`src/rtl/irda_fir_4ppm_encoder_pkg.sv`:
```
// Shared FIR 4PPM constants and types. The RX 4PPM decoder uses the same chip codes,
// so the encode and decode mappings stay exact inverses.
package irda_fir_4ppm_encoder_pkg;

    // Chip codes, first transmitted chip in bit 3
    localparam logic [3:0] PPM_SYM_00 = 4'b1000;
    localparam logic [3:0] PPM_SYM_01 = 4'b0100;
    localparam logic [3:0] PPM_SYM_10 = 4'b0010;
    localparam logic [3:0] PPM_SYM_11 = 4'b0001;

    localparam logic [2:0] PPM_CHIPS_PER_SYM     = 3'd4;
    localparam logic [2:0] PPM_SYMS_PER_BYTE     = 3'd4;
    localparam logic [2:0] PPM_RAW_SYMS_PER_BYTE = 3'd2;

    typedef struct packed {
        logic [7:0] data;
        logic       raw;
    } ppm_byte_t;

    typedef enum logic [1:0] {
        FETCH_NONE,
        FETCH_SHIFT,
        FETCH_HOLD,
        FETCH_IDLE
    } fetch_e;

endpackage

```
`src/rtl/irda_fir_4ppm_sym_enc.sv`:
```
// Combinational 4PPM symbol encoder: one dibit to its 4-chip code.
module irda_fir_4ppm_sym_enc
    import irda_fir_4ppm_encoder_pkg::*;
(
    input  logic [1:0] dibit,
    output logic [3:0] chips
);

    always_comb begin
        chips = PPM_SYM_00;
        case (dibit)
            2'b00: chips = PPM_SYM_00;
            2'b01: chips = PPM_SYM_01;
            2'b10: chips = PPM_SYM_10;
            2'b11: chips = PPM_SYM_11;
            default: chips = PPM_SYM_00;
        endcase
    end

endmodule

```
`src/rtl/irda_fir_4ppm_encoder.sv`:
```
// FIR 4 Mb/s transmit 4PPM encoder: byte holding register, symbol shift register,
// chip counter and registered chip output. Raw mode passes 4-chip nibbles through unchanged.
module irda_fir_4ppm_encoder
    import irda_fir_4ppm_encoder_pkg::*;
#(
    parameter logic IDLE_CHIP = 1'b0
) (
    input  logic       clk,
    input  logic       wb_rst_i,
    input  logic       fir_tx8_enable,
    input  logic       ppme_restart,
    input  logic [7:0] tx_data,
    input  logic       tx_raw,
    input  logic       tx_valid,
    output logic       tx_ready,
    output logic       ppme_o,
    output logic       ppme_busy,
    output logic       ppme_underrun
);

    ppm_byte_t  hold_q, hold_d;
    logic       hold_full_q, hold_full_d;
    ppm_byte_t  shift_q, shift_d;
    logic [2:0] shift_left_q, shift_left_d;
    logic [1:0] chip_cnt_q, chip_cnt_d;
    logic [3:0] sym_q, sym_d;
    logic       sym_data_q, sym_data_d;
    logic       ppme_q, ppme_d;
    logic       underrun_q, underrun_d;

    fetch_e     fetch;
    ppm_byte_t  src;
    logic [3:0] enc_chips;
    logic [3:0] next_sym;

    always_comb begin
        fetch = FETCH_NONE;
        if (fir_tx8_enable && chip_cnt_q == 2'd0) begin
            if (shift_left_q != 3'd0) fetch = FETCH_SHIFT;
            else if (hold_full_q)     fetch = FETCH_HOLD;
            else                      fetch = FETCH_IDLE;
        end
    end

    assign src = (fetch == FETCH_HOLD) ? hold_q : shift_q;

    irda_fir_4ppm_sym_enc u_sym_enc (
        .dibit (src.data[1:0]),
        .chips (enc_chips)
    );

    assign next_sym = src.raw ? src.data[7:4] : enc_chips;

    always_comb begin
        hold_d       = hold_q;
        hold_full_d  = hold_full_q;
        shift_d      = shift_q;
        shift_left_d = shift_left_q;
        chip_cnt_d   = chip_cnt_q;
        sym_d        = sym_q;
        sym_data_d   = sym_data_q;
        ppme_d       = ppme_q;
        underrun_d   = 1'b0;

        // sym_q holds the chips still to be sent, next one in bit 3
        if (fir_tx8_enable) begin
            chip_cnt_d = chip_cnt_q + 2'd1;
            ppme_d     = sym_q[3];
            sym_d      = {sym_q[2:0], IDLE_CHIP};
        end

        case (fetch)
            FETCH_SHIFT, FETCH_HOLD: begin
                ppme_d       = next_sym[3];
                sym_d        = {next_sym[2:0], IDLE_CHIP};
                sym_data_d   = 1'b1;
                shift_d.raw  = src.raw;
                shift_d.data = src.raw ? {src.data[3:0], 4'h0} : {2'b00, src.data[7:2]};
                if (fetch == FETCH_SHIFT) begin
                    shift_left_d = shift_left_q - 3'd1;
                end else begin
                    shift_left_d = (src.raw ? PPM_RAW_SYMS_PER_BYTE : PPM_SYMS_PER_BYTE) - 3'd1;
                    hold_full_d  = 1'b0;
                end
            end
            FETCH_IDLE: begin
                ppme_d     = IDLE_CHIP;
                sym_d      = {4{IDLE_CHIP}};
                sym_data_d = 1'b0;
                underrun_d = sym_data_q;
            end
            default: ;
        endcase

        // A hold->shift move only happens when hold was full, so it never collides with a transfer
        if (tx_valid && !hold_full_q) begin
            hold_d.data = tx_data;
            hold_d.raw  = tx_raw;
            hold_full_d = 1'b1;
        end

        if (ppme_restart) begin
            hold_d       = '0;
            hold_full_d  = 1'b0;
            shift_d      = '0;
            shift_left_d = 3'd0;
            chip_cnt_d   = 2'd0;
            sym_d        = {4{IDLE_CHIP}};
            sym_data_d   = 1'b0;
            ppme_d       = IDLE_CHIP;
            underrun_d   = 1'b0;
        end
    end

    always_ff @(posedge clk or posedge wb_rst_i) begin
        if (wb_rst_i) begin
            hold_q       <= '0;
            hold_full_q  <= 1'b0;
            shift_q      <= '0;
            shift_left_q <= 3'd0;
            chip_cnt_q   <= 2'd0;
            sym_q        <= {4{IDLE_CHIP}};
            sym_data_q   <= 1'b0;
            ppme_q       <= IDLE_CHIP;
            underrun_q   <= 1'b0;
        end else begin
            hold_q       <= hold_d;
            hold_full_q  <= hold_full_d;
            shift_q      <= shift_d;
            shift_left_q <= shift_left_d;
            chip_cnt_q   <= chip_cnt_d;
            sym_q        <= sym_d;
            sym_data_q   <= sym_data_d;
            ppme_q       <= ppme_d;
            underrun_q   <= underrun_d;
        end
    end

    assign tx_ready      = ~hold_full_q;
    assign ppme_o        = ppme_q;
    assign ppme_underrun = underrun_q;
    assign ppme_busy     = hold_full_q | (shift_left_q != 3'd0) | (sym_data_q & (chip_cnt_q != 2'd0));

endmodule
```
`config.mk`:
```
export PLATFORM = sky130hd
export DESIGN_NAME = irda_fir_4ppm_encoder
export DESIGN_NICKNAME = d
export VERILOG_FILES = /design/src/rtl/irda_fir_4ppm_encoder_pkg.sv /design/src/rtl/irda_fir_4ppm_sym_enc.sv /design/src/rtl/irda_fir_4ppm_encoder.sv
export SDC_FILE = /design/constraint.sdc
export NUM_CORES = 1
export LEC_CHECK = 0
export BUFFER_PORTS_ARGS = -buffer_cell sky130_fd_sc_hd__buf_2
export CAP_MARGIN = 20
export CORE_MARGIN = 10
export CORE_UTILIZATION = 30
export CTS_BUF_LIST = sky130_fd_sc_hd__clkbuf_8
export DETAILED_ROUTE_END_ITERATION = 10
export SLEW_MARGIN = 20
export SYNTH_ARGS = -nofsm -noshare
export SYNTH_HDL_FRONTEND = slang
export SYNTH_SLANG_ARGS = --single-unit
```
`constraint.sdc`:
```
create_clock -name clk -period 4.7 [get_ports clk]
set_input_delay 0.94 -clock clk [delete_from_list [all_inputs] [get_ports clk]]
set_output_delay 0.94 -clock clk [all_outputs]
set_load 0.02 [all_outputs]
```
After elaboration in Yosys (flattened, before gate mapping)
Cells that the tools add are included. Widths: inputs -> output; s select.

Register bits: 31. Bits in latches: 0. Bits in writable memories: 0. ROM bits: 0. Input bits: 14. Output and inout port bits: 4. Logic and storage cells: 71. Memories: 0.

$add $sub $neg: 3. Multipliers: 0. Divide/modulo/power cells: 0. Order comparisons: 0. Equal/unequal tests: 7. Shift-type cells: 0. Mux-type cells: 31. Bitwise operators: 4. Reductions and logical operators: 15.

Operators by type and width (count): $mux 9 (5); $pmux 4 s4 (1); $mux 3 (4); $mux 4 (3); $mux 1 (10); $reduce_bool 3->1 (3); $eq 2x2->1 const B (4); $mux 2 (4); $mux 8 (1); $pmux 4 s2 (1); $reduce_bool 2->1 (4); $sub 3x1->3 const B (2); $eq 2x1->1 const B (2); $logic_not 2->1 (2); $pmux 1 s2 (2); $reduce_bool 4->1 (1); $ne 3x2->1 const B (1); $add 2x1->2 const B (1); $logic_and 1x1->1 (2); $or 1x1->1 (2); $reduce_and 2->1 (1); $reduce_or 2->1 (1); $and 1x1->1 (1); $logic_not 1->1 (1); $not 1->1 (1).

Longest topological paths before layout
Depth in word-level cells: 10. Mapped depth: 12. Mapped depth without buffers: 12.

Hierarchy
From an unflattened synthesis, not the netlist that was laid out.

Cell total of the unflattened synthesis: 176. Area, all modules: 1677.9 um2.

Modules (own cells, without submodules): irda_fir_4ppm_encoder (instances 1, cells an instance 172, area an instance 1651.6 um2); irda_fir_4ppm_sym_enc (instances 1, cells an instance 4, area an instance 26.3 um2).

Least setup slack after synthesis
No wires, ideal clock.

Kind: input port to flip-flop. Start: in fir_tx8_enable. End: reg shift_left_q[2]. Setup time: 0.082 ns. Data arrival time: 3.039 ns. Setup slack: 1.579 ns. Cell stages on the path: 10. Path buffers: 1. Path through: clkbuf_1 -> nand2_1 -> a21oi_1 -> inv_1 -> ha_1 -> mux2_2 -> mux2i_1 -> ha_1 -> or4_1 -> a31oi_1.

Longest elaborated chain between the ends: 9.

Ends and longest elaborated chain: start: declaration (RTL line irda_fir_4ppm_encoder.sv:10) `input logic fir_tx8_enable,`; $logic_and 1x1->1 * (RTL line irda_fir_4ppm_encoder.sv:38) `if (fir_tx8_enable && chip_cnt_q == 2'd0) begin`; $mux 2 * (RTL line irda_fir_4ppm_encoder.sv:38); $eq 2x2->1 (RTL line irda_fir_4ppm_encoder.sv:45, irda_fir_4ppm_encoder.sv:72); $mux 9 (RTL line irda_fir_4ppm_encoder.sv:45) `assign src = (fetch == FETCH_HOLD) ? hold_q : shift_q;`; $mux 3 (RTL line irda_fir_4ppm_encoder.sv:82) `shift_left_d = (src.raw ? PPM_RAW_SYMS_PER_BYTE : PPM_SYMS_PER_BYTE) - 3'd1;`; $sub 3x1->3 (RTL line irda_fir_4ppm_encoder.sv:82); $mux 3 (RTL line irda_fir_4ppm_encoder.sv:79) `if (fetch == FETCH_SHIFT) begin`; $mux 3 (RTL line irda_fir_4ppm_encoder.sv:72) `case (fetch)`; $mux 3 (RTL line irda_fir_4ppm_encoder.sv:102) `if (ppme_restart) begin`; end signal: assignment (RTL line irda_fir_4ppm_encoder.sv:130) `shift_left_q <= shift_left_d;`; end: declaration (RTL line irda_fir_4ppm_encoder.sv:24) `logic [2:0] shift_left_q, shift_left_d;`.

Every way passes the cells marked *; elsewhere a longest branch is shown, timed or not. The select of a mux whose other input is x is not followed. A chain may end at the register's enable or synchronous reset.

Worst setup path after layout
Ends and elaborated chain as after synthesis.

==> results.ini <==
[grt]
grt_max_degree = 33
grt_pass1_wl_um = 6410
grt_pass1_vias = 1292
antenna_found_initial = 0
gr-total-overflow = 0
track_usage_pct = 8.83

[floorplan]
fp.dieH_um = 94.6
rows = 27
io-pin-count = 18
initial_core_util_pct = 30.7
dieArea_um2 = 8950
fp.dieW_um = 94.6
fp.coreArea_um2 = 5440

[critical_path]
worst_path_largest_cell_delay_ns = 0.67
rr_startpoint = shift_left_q[2]$_DFFE_PP0P_
cp_data_arrival_time_ns = 3.45
crit_chain = buf_2, nand3_1, inv_1, ha_1, mux2_2, mux2i_1, ha_1, or4_1, a31oi_1
worstPathBufferInverterCount = 2
crit_path_end_kind = register
cp_common_cell = ha_1
cp.required_ns = 4.89
critPathKind = in -> reg
crit_path_start_kind = primary input
cp_top_family = adder cells
slowest_stage = ha_1
cp-startpoint = fir_tx8_enable
cp_max_fo = 20

[synthesis]
syn_area_um2 = 1670
ys_types = 31
ys_seq_area_share_pct = 44.9
synth.avg_cell_area_um2 = 9.03
yosysWarnings = 0
synth_nets = 205
syn_inst = 185
ys_ff_latch = 30

[power]
seqPwrFrac_pct = 42.9
combPwrFrac_pct = 29.8
p_sw_w = 0.000246
p_leak_nw = 0.839
power_density_nw_per_um2 = 374
clkPwrFrac_pct = 27.3
internal_power_w = 0.000457
netSwitchingFraction_pct = 35.0
peakVddDrop_uv = 174

[routing]
initialDrtViolationCount = 85
routed_wl_um = 3630
via_per_inst = 4.82
routedWlPerCell_um = 13.5
vias = 1301
ant_nets = 0
drt_pre_antenna_iters = 4
drc = 0

[clocking]
cts_hold_buf = 0
root_buffer = clkbuf_8
clk_latency_ns = 0.27
cts_buffer_depth = 2
cts_setup_buffers = 0
h-tree-depth = 2
cts_buffers = 5
cts_tree = built
cts_resized = 0
clk_pin_slew_ns = 0.07
cts.sinks = 30

[timing]
rsz0062_at_grt = no
setup_tns_ns = 0
setup_violations = 0
tightest_slew_ns = 0.779
fmax_ghz = 0.307
max_slew_margin_pct = 48.0
finalHoldViolCount = 0
period_minus_slack_ns = 3.26
post-route-period-util_pct = 69.4
final_max_slew_viol_count = 0
clock_skew_ns = 0.00705

[status]
status = finished, final reports clean

[final_layout]
stdcell_area_um2 = 1880
num_antenna_cells = 0
area_growth_pct = 12.5
nets = 218
drive_above_1_share_pct = 18.2

[job]
maxCapViolCount = 0

[place]
dpl_cell_area_um2 = 1800
hpwl_um = 2640
gp_congestion = 0.755
port_buffers = 17

[min_path]
hold_start = shift_q[5]$_DFFE_PP0P_
min_path_type = reg -> reg

==> placed cells by master (no fill, tap or decap) <==
master,instances
o21ai_0,5
nor3b_1,1
clkbuf_8,5
and3_1,2
buf_2,17
mux2i_1,5
nand2_1,32
ha_1,6
o211ai_1,4
mux2_4,1
inv_1,9
clkinv_2,2
a211oi_1,4
or4_1,2
nand3_1,6
mux2i_2,1
xnor2_1,1
nor3_1,3
nand3b_1,2
buf_4,1
o41ai_1,2
nor2b_1,5
nand4_1,1
a31oi_1,1
nor2_1,9
dfrtp_1,30
a32o_1,1
nand2b_1,1
and3b_1,2
or3_1,4
a21oi_1,24
mux2_2,7
or3b_2,2
==> registers in the layout, summed over array words and instances, names as in the netlist <==
signal,cells
shift_left_q,3
hold_full_q,1
ppme_underrun,1
sym_data_q,1
sym_q,3
hold_q,9
ppme_o,1
chip_cnt_q,2
shift_q,9
==> synth_stat cells (all sizes together) <==
master	number	share of area, %
a31oi	1	0.37
or3	4	1.5
or4	2	0.90
dfrtp	30	45
nor2b	5	1.9
a211oi	4	1.8
nand2b	1	0.37
or3b	2	1.0
o211ai	4	1.8
and3b	2	1.0
nand4	1	0.37
o21ai	5	1.5
nor3b	1	0.45
nand3b	2	0.90
and3	2	0.75
nor3	3	0.90
nand3	6	1.8
xnor2	1	0.52
a32o	1	0.60
mux2i	6	3.8
ha	6	4.5
mux2	8	5.6
buf	1	0.67
nand2	32	7.2
clkbuf	11	2.5
o41ai	2	1.0
a21oi	24	7.2
nor2	9	2.0
inv	9	2.0
==> tightest hold or removal path, stage by stage, from the launching register on <==
cell,delay (ns)
dfrtp_1,0.34
nand3b_1,0.07
o41ai_1,0.07
==> logic make-up (layout without fill, tap and decap cells) <==
family                   after synthesis  in the layout  synth area share, %
XOR/XNOR                               1              1                0.524
AND/OR/NAND/NOR                       72             72                 21.1
buffers and inverters                 21             34                 5.17
flip-flops                            30             30                 44.9
multiplexers                          14             14                 9.44
adder cells (fa/ha/maj)                6              6                 4.49
AO/OA/AOI/OAI                         41             41                 14.3
==> area by class of cell <==
class                   count  area, µm²
multi-input cells         134        833
flip-flops and latches     30        751
inverters                   9       33.8
fillers                   573       3560
clock inverters             2       10.0
well taps                  72       90.1
clock buffers               5       68.8
repair buffers             18       92.6
==> power by group through the flow <==
stage          registers (W)  logic, W  clock network, W
5_1_grt             0.000304  0.000244          0.000212
6_report            0.000301  0.000210          0.000192
4_1_cts             0.000301  0.000213          0.000198
2_1_floorplan       0.000302  0.000168                 0
3_3_place_gp        0.000306  0.000210                 0
3_5_place_dp        0.000306  0.000212                 0
==> routing by layer <==
metal	track usage (%)	part of all wire, %
met3	3.49	5.0
met5	0	0
met2	13.6	45
met4	1.50	0.33
met1	11.6	49
==> through the flow <==
step	worst slack [ns]	utilization [%]	power [W]	hold slack, ns	std cells
finish	1.44	34.6	0.000703	0.520	270
global route	1.24	34.6	0.000760	0.542	270
CTS	1.43	34.6	0.000712	0.525	270
floorplan	1.58	-	0.000470	0.469	185
detailed placement	1.16	33.1	0.000518	0.512	263
global placement	1.26	33.1	0.000516	0.492	263
==> final timing paths <==
| kind | end | slack [ns] | cells after the start |
|---|---|---|---|
| worst max-delay path | shift_left_q[2]$_DFFE_PP0P_ | 1.44 | 9 |
| worst min-delay path | shift_q[5]$_DFFE_PP0P_ | 0.52 | 2 |
| worst max register to register | shift_left_q[2]$_DFFE_PP0P_ | 1.50 | 9 |
| worst min register to register | shift_q[5]$_DFFE_PP0P_ | 0.52 | 2 |
| max in group asynchronous | ppme_underrun$_DFF_PP0_ | 3.68 | 3 |
| min in group asynchronous | shift_q[8]$_DFFE_PP0P_ | 0.73 | 3 |
Power figures use the tool's default switching activity.
